--- config.mk ---
export PLATFORM = sky130hd
export DESIGN_NAME = vectrex_cart_loader
export DESIGN_NICKNAME = d
export VERILOG_FILES = /design/src/rtl/vectrex_cart_loader.sv
export SDC_FILE = /design/constraint.sdc
export NUM_CORES = 1
export LEC_CHECK = 0
export ABC_AREA = 1
export CORE_AREA = 2 2 101 103
export CTS_BUF_LIST = sky130_fd_sc_hd__clkbuf_8
export CTS_CLUSTER_SIZE = 25
export DETAILED_ROUTE_END_ITERATION = 7
export DIE_AREA = 0 0 103 105
export GPL_TIMING_DRIVEN = 0
export PLACE_DENSITY = 0.89
export SLEW_MARGIN = 20
export SYNTH_ARGS = -nofsm -noshare
export SYNTH_HDL_FRONTEND = slang
export SYNTH_SLANG_ARGS = --single-unit
--- constraint.sdc ---
create_clock -name clk_sys -period 3.9 [get_ports clk_sys]
set_input_delay 0.78 -clock clk_sys [delete_from_list [all_inputs] [get_ports clk_sys]]
set_output_delay 0.78 -clock clk_sys [all_outputs]
set_load 0.01 [all_outputs]
--- src/rtl/vectrex_cart_loader.sv ---
// Vectrex cartridge loader: moves the hps_io download stream into cart RAM,
// tracks the image size mask, and owns the core reset.
module vectrex_cart_loader #(
   parameter int ADDR_W      = 15,
   parameter int HOLD_CYCLES = 12000000
) (
   input  logic              clk_sys,
   input  logic              reset,
   input  logic              reset_req,
   input  logic              ioctl_download,
   input  logic              ioctl_wr,
   input  logic [24:0]       ioctl_addr,
   input  logic [7:0]        ioctl_dout,
   output logic              ioctl_wait,
   output logic [ADDR_W-1:0] ram_addr,
   output logic [7:0]        ram_din,
   output logic              ram_we,
   input  logic              ram_ack,
   output logic [ADDR_W-1:0] cart_mask,
   output logic              cart_valid,
   output logic              cart_overflow,
   output logic              core_reset
);

   localparam int CNT_W = $clog2(HOLD_CYCLES + 1);

   typedef enum logic [1:0] {S_HOLD, S_RUN, S_LOAD, S_WRITE} state_t;

   state_t            state;
   logic [CNT_W-1:0]  hold_cnt;
   logic              dl_q;
   logic              wrote_any;
   logic              skid_full;
   logic [ADDR_W-1:0] skid_addr;
   logic [7:0]        skid_din;

   logic              dl_rise;
   logic              in_range;
   logic [ADDR_W-1:0] byte_addr;
   logic [ADDR_W-1:0] mask_next;

   assign dl_rise   = ioctl_download & ~dl_q;
   assign in_range  = (ioctl_addr >> ADDR_W) == 25'd0;
   assign byte_addr = ioctl_addr[ADDR_W-1:0];
   // Grow the mask by one bit whenever the byte lands outside the current power-of-two window.
   assign mask_next = |(byte_addr & ~cart_mask) ?
                      ((cart_mask << 1) | {{(ADDR_W-1){1'b0}}, 1'b1}) : cart_mask;

   always_ff @(posedge clk_sys or posedge reset) begin
      if (reset) begin
         state         <= S_HOLD;
         hold_cnt      <= '0;
         dl_q          <= 1'b0;
         wrote_any     <= 1'b0;
         skid_full     <= 1'b0;
         skid_addr     <= '0;
         skid_din      <= '0;
         core_reset    <= 1'b1;
         ram_we        <= 1'b0;
         ioctl_wait    <= 1'b0;
         ram_addr      <= '0;
         ram_din       <= '0;
         cart_mask     <= '0;
         cart_valid    <= 1'b0;
         cart_overflow <= 1'b0;
      end else begin
         dl_q <= ioctl_download;
         if (dl_rise) begin
            state         <= S_LOAD;
            core_reset    <= 1'b1;
            cart_mask     <= '0;
            cart_valid    <= 1'b0;
            cart_overflow <= 1'b0;
            wrote_any     <= 1'b0;
            skid_full     <= 1'b0;
            ram_we        <= 1'b0;
            ioctl_wait    <= 1'b0;
         end else begin
            case (state)
               S_HOLD: begin
                  if (reset_req)
                     hold_cnt <= '0;
                  else if (hold_cnt == CNT_W'(HOLD_CYCLES - 1)) begin
                     state      <= S_RUN;
                     core_reset <= 1'b0;
                  end else
                     hold_cnt <= hold_cnt + 1'b1;
               end
               S_RUN: begin
                  if (reset_req) begin
                     state      <= S_HOLD;
                     hold_cnt   <= '0;
                     core_reset <= 1'b1;
                  end
               end
               S_LOAD: begin
                  if (!ioctl_download) begin
                     state    <= S_HOLD;
                     hold_cnt <= '0;
                     if (wrote_any) cart_valid <= 1'b1;
                  end else if (ioctl_wr) begin
                     if (!in_range)
                        cart_overflow <= 1'b1;
                     else begin
                        ram_addr   <= byte_addr;
                        ram_din    <= ioctl_dout;
                        ram_we     <= 1'b1;
                        ioctl_wait <= 1'b1;
                        cart_mask  <= mask_next;
                        state      <= S_WRITE;
                     end
                  end
               end
               S_WRITE: begin
                  if (ram_ack) begin
                     wrote_any <= 1'b1;
                     if (skid_full) begin
                        ram_addr  <= skid_addr;
                        ram_din   <= skid_din;
                        skid_full <= 1'b0;
                     end else if (ioctl_wr && in_range) begin
                        // Byte arriving on the ack cycle passes straight through the empty skid slot.
                        ram_addr <= byte_addr;
                        ram_din  <= ioctl_dout;
                     end else begin
                        ram_we     <= 1'b0;
                        ioctl_wait <= 1'b0;
                        state      <= S_LOAD;
                     end
                  end else if (ioctl_wr && in_range && !skid_full) begin
                     skid_addr <= byte_addr;
                     skid_din  <= ioctl_dout;
                     skid_full <= 1'b1;
                  end
                  if (ioctl_wr) begin
                     if (!in_range || skid_full)
                        cart_overflow <= 1'b1;
                     else
                        cart_mask <= mask_next;
                  end
               end
               default: state <= S_HOLD;
            endcase
         end
      end
   end

endmodule
# After elaboration in Yosys (flattened, before gate mapping)

Index checks and enable logic that the tools add are counted.

Register bits after elaboration: 94
Output and inout bits: 43

Reductions and logical operators: 28
Add/subtract/negate cells: 1
Equal/unequal tests: 28
Mux-type cells: 69
Bitwise operators: 6

Operator list:

| kind                  | count |
|---|---|
| $mux 15               | 13 |
| $mux 24               | 4 |
| $pmux 24 s3           | 1 |
| $pmux 15 s2           | 2 |
| $mux 8                | 6 |
| $ne 3x3->1 const B    | 15 |
| $mux 1                | 28 |
| $logic_not 25->1      | 1 |
| $add 24x1->24 const B | 1 |
| $eq 24x24->1 const B  | 1 |
| $mux 2                | 10 |
| $pmux 8 s2            | 1 |
| $and 15x15->15        | 1 |
| $not 15->15           | 1 |
| $reduce_or 15->1      | 1 |
| $reduce_and 7->1      | 2 |
| $ne 2x2->1 const B    | 6 |
| $reduce_and 6->1      | 2 |
| $reduce_bool 3->1     | 4 |
| $reduce_bool 2->1     | 5 |
| $ne 4x4->1 const B    | 2 |
| $pmux 2 s4            | 1 |
| $reduce_and 4->1      | 2 |
| $reduce_and 8->1      | 1 |
| other kinds (13)      | 21 |

# Depth between registers and ports, before layout

Depth in word-level cells: 9
Gate-level depth with buffers: 15

# Worst setup path before layout

Ideal clock, no wire load.

Path type: input to register
From: input ioctl_addr[16]
To: register cart_mask[3]
Required time: 3.783 ns
Data arrival time: 1.827 ns
Cell stages on the path: 10
Path slack: 1.955 ns
Buffers on the path: 1
Cell sequence: or2_0 -> nor2_2 -> nand2_2 -> nand3_1 -> nand2_2 -> nor2_8 -> nand2_4 -> buf_6 -> nand2_1 -> nand2_1

Word-level cells in the longest chain between the ends: 5
Elaborated cells on any way between the ends: 6
Those cells by class: 2 x eq/ne; 4 x reduce/logical

Ends and longest elaborated chain:

| element                             | RTL line | RTL |
|---|---|---|
| start, declared                     | 12       | `input logic [24:0] ioctl_addr,` |
| $logic_not 25->1 *                  | 43       | `assign in_range = (ioctl_addr >> ADDR_W) == 25'd0;` |
| $logic_not 1->1                     | 136      | `if (!in_range \|\| skid_full)` |
| $logic_or 1x1->1                    | 136      |  |
| $ne 3x3->1 (no source line)         | --       |  |
| $reduce_and 6->1 (no source line) * | --       |  |
| end signal, assigned                | 109      | `cart_mask <= mask_next;` |
| end signal, assigned                | 139      | `cart_mask <= mask_next;` |
| end, declared                       | 19       | `output logic [ADDR_W-1:0] cart_mask,` |

Every way passes the cells marked *; elsewhere a longest branch is shown, timed or not.
A chain may end at the register's enable or synchronous reset.

# Worst setup path in the final report

From: input ioctl_download
To: register cart_mask[1]

Word-level cells in the longest chain between the ends: 3
Elaborated cells on any way between the ends: 9
Those cells by class: 5 x eq/ne; 1 x mux; 1 x bitwise; 2 x reduce/logical

Ends and longest elaborated chain:

| element                                                                 | RTL line | RTL |
|---|---|---|
| start, declared                                                         | 10       | `input logic ioctl_download,` |
| $and 1x1->1                                                             | 42       | `assign dl_rise = ioctl_download & ~dl_q;` |
| $ne 3x3->1 (no source line) / $reduce_bool 3->1 (equally long branches) | --       |  |
| $reduce_and 6->1 (no source line)                                       | --       |  |

Parallel ways exist; a longest one is shown, timed or not.

==> run_results.csv <==
group,metric,value,unit
route,routedWlPerCell,14.2,um
finish,multi_input_area,2430,um2
synth,ys_types,37,
route,routed_wl,13500,um
grt,grt_pass1_wl,22600,um
sta,fmax,441,MHz
grt,grt_pass1_vias,4823,
sta,layout_setup_ws,1630,ps
power_and_ir_drop,peakVddDrop,0.000225,V
floorplanning,fp-row-count,36,
sta,setup_viol,0,
synth,synth-compound-area-share,11.2,%
sta,finClkSkew,13.5,ps
grt,antenna_found_initial,0,
worst_setup_path,worstSetupPathType,"in -> reg",
floorplanning,die_y,105,um
synth,postSynthAreaPerCell,7.39,um2
cts,cts.sinks,94,
synth,synth_xor_area_share,0.821,%
route,drc,0,
sta,rsz0062_at_grt,"false",
cts,root_buffer,"clkbuf_8",
finish,fillCellCount,791,
worst_setup_path,critPathLaunchType,"input port",
cts,cts_tree,"built",
finish,layout_common_cells,"232 x nand2_1, 93 x dfrtp_1, 87 x inv_1, 80 x clkdlybuf4s50_1, 66 x nor2_1",
place,io_buffers,80,
synth,synth_adder_area_share,1.41,%
worst_setup_path,cp-end-kind,"flip-flop",
power_and_ir_drop,p_leak,3.19,nW
synth,synth_top_family_by_area,"simple AND/OR/NAND/NOR gates",
worst_setup_path,arrival,2520,ps
sta,relSlewSlack,65.3,%
synth,async_flop_share,100,%
synth,synth-seq-cells,94,
cts,cts_resized,0,
synth,syn-num-nets,767,
synth,ys_seq_area_share,44.1,%
place,dpl_worst_slack,1280,ps
finish,syn_to_final_growth,23.5,%
worst_setup_path,rrSetupSlack,1870,ps
synth,yosysWarningCount,0,
synth,syn_area,5330,um2
power_and_ir_drop,power_density,549,nW/um2
floorplanning,num_io_pins,82,
finish,final_cell_count_no_fill,952,
finish,register_area,2350,um2
hold_path,min_path_type,"reg -> reg",
floorplanning,core_area,9640,um2
route,drt_iter0_drc,461,
sta,whs,489,ps
outcome,status,"finished clean",
route,drt-pass1-iter-count,5,
cts,clk_path_buf_depth,2,
finish,final_net_count,859,
place,dp.cells,936,
synth,ys.flop_type,"dfrtp_1",
flow_run,maxCapViolations,0,
sta,finalHoldViolCount,0,
grt,track_usage,26.1,%
finish,final_common_cell,"nand2_1",
route,dr_total_vias,5112,
route,ant_nets,0,
place,dpl.hpwl,10300,um
synth,synth_edf_count,0,
floorplanning,die_x,103,um
power_and_ir_drop,p_total,0.00362,W
cts,post-cts-setup-buffers,0,
worst_setup_path,critPathRequiredTime,4150,ps
sta,slew_viol_final,0,
cts,cts_made_buffers,9,
synth,syn-instance-count,722,
grt,grt-ovfl-total,0,
sta,worst_slew_pin_slew,519,ps
finish,drive_above_1_share,9.65,%
cts,cts_max_level,3,
sta,post-route-period-util,58.1,%
grt,grt_max_degree,63,
cts,cts_hold_buffers,0,
synth,synth_mux_area_share,0.188,%
place,gp_congestion,0.907,
sta,min_period,2270,ps
worst_setup_path,critPathMaxFanout,10,
synth,synth-simple-area-share,31.9,%
floorplanning,start_util,55.3,%
route,viasPerCell,5.37,
cts,path_clk_slew,90,ps
floorplanning,design.die.area,10800,um2
cts,clock_latency,370,ps
finish,antenna_cells,0,
critical path, cell delays in order:
cell	delay, ps
clkdlybuf4s50_1	570
inv_2	90
nor2_4	190
nor2_1	110
nand2_1	70
nand2_1	60
inv_2	60
nand2_2	80
nor2_8	160
nand2_4	90
buf_6	160
nand2_1	60
nand2_1	50
sequential cells by signal, summed over array words and instances (netlist names), 2 cells and up:
| signal | cells |
|---|---|
| ram_din | 8 |
| skid_din | 8 |
| skid_addr | 15 |
| state | 2 |
| cart_mask | 15 |
| ram_addr | 15 |
| hold_cnt | 24 |
worst paths after layout:
| kind | from | to | cells past startpoint |
|---|---|---|---|
| min | skid_din[0] | skid_din[0] | 2 |
| max reg2reg | state[0] | cart_mask[1] | 14 |
| min reg2reg | skid_din[0] | skid_din[0] | 2 |
| max in group asynchronous | reset | core_reset | 3 |
| max | ioctl_download | cart_mask[1] | 13 |
| min in group asynchronous | reset | skid_din[1] | 2 |
metrics by stage:
step	instance area [um2]	utilization (%)	setup TNS, ps
floorplan	5330	-	0
global placement	6300	65.4	-55990
detailed placement	6330	65.7	0
CTS	6580	68.3	0
global route	6580	68.3	0
finish	6580	68.3	0
cell type report:
type	count	area share, %
timing repair buffer	81	12.6
clock buffer	10	2.09
buffer	28	3.10
sequential	94	35.7
tap	133	2.53
inverter	93	5.34
clock inverter	6	1.77
multi-input combinational	507	36.8
Yosys cell counts (2+ instances only):
cell type  number  area (um2)
and2_1          3        18.8
inv_2           4        15.0
xor2_1          5        43.8
a21oi_1         3        15.0
nand4_1        14        87.6
o21ai_0        44         220
buf_4           4        30.0
nor2_2          3        18.8
buf_6          10         113
clkbuf_1        7        26.3
o21ai_1        25         125
nand2_2         5        31.3
o21ai_2        20         175
dfrtp_1        93        2330
nand3b_1        3        22.5
ha_1            6        75.1
nor2_1         66         248
inv_1          88         330
nand2_1       232         871
nand3_1        53         265
o2111ai_1       4        35.0
nand2_4         2        22.5
nor3_1          8        40.0
buf_2           7        35.0
power by group:
group | leakage (nW) | total (W) | internal, W | switching (W)
clock | 0.127 | 0.000807 | 0.000448 | 0.000359
combinational | 1.80 | 0.00146 | 0.000674 | 0.000787
sequential | 1.26 | 0.00135 | 0.00119 | 0.000162
layer usage:
layer	vias up	track usage (%)	wire [um]
met5	-	0	0
met4	0	9.59	258
met3	22	3.75	1020
met2	224	40.8	6370
met1	2395	36.8	5890
li1	2471	-	-
logic make-up after synthesis:
family,Yosys count
AO/OA/AOI/OAI,99
XOR/XNOR,5
adder cells (fa/ha/maj),6
buffers and inverters,121
flip-flops,94
multiplexers,1
AND/OR/NAND/NOR,396
Note: power is estimated with default switching activity, not from simulation.
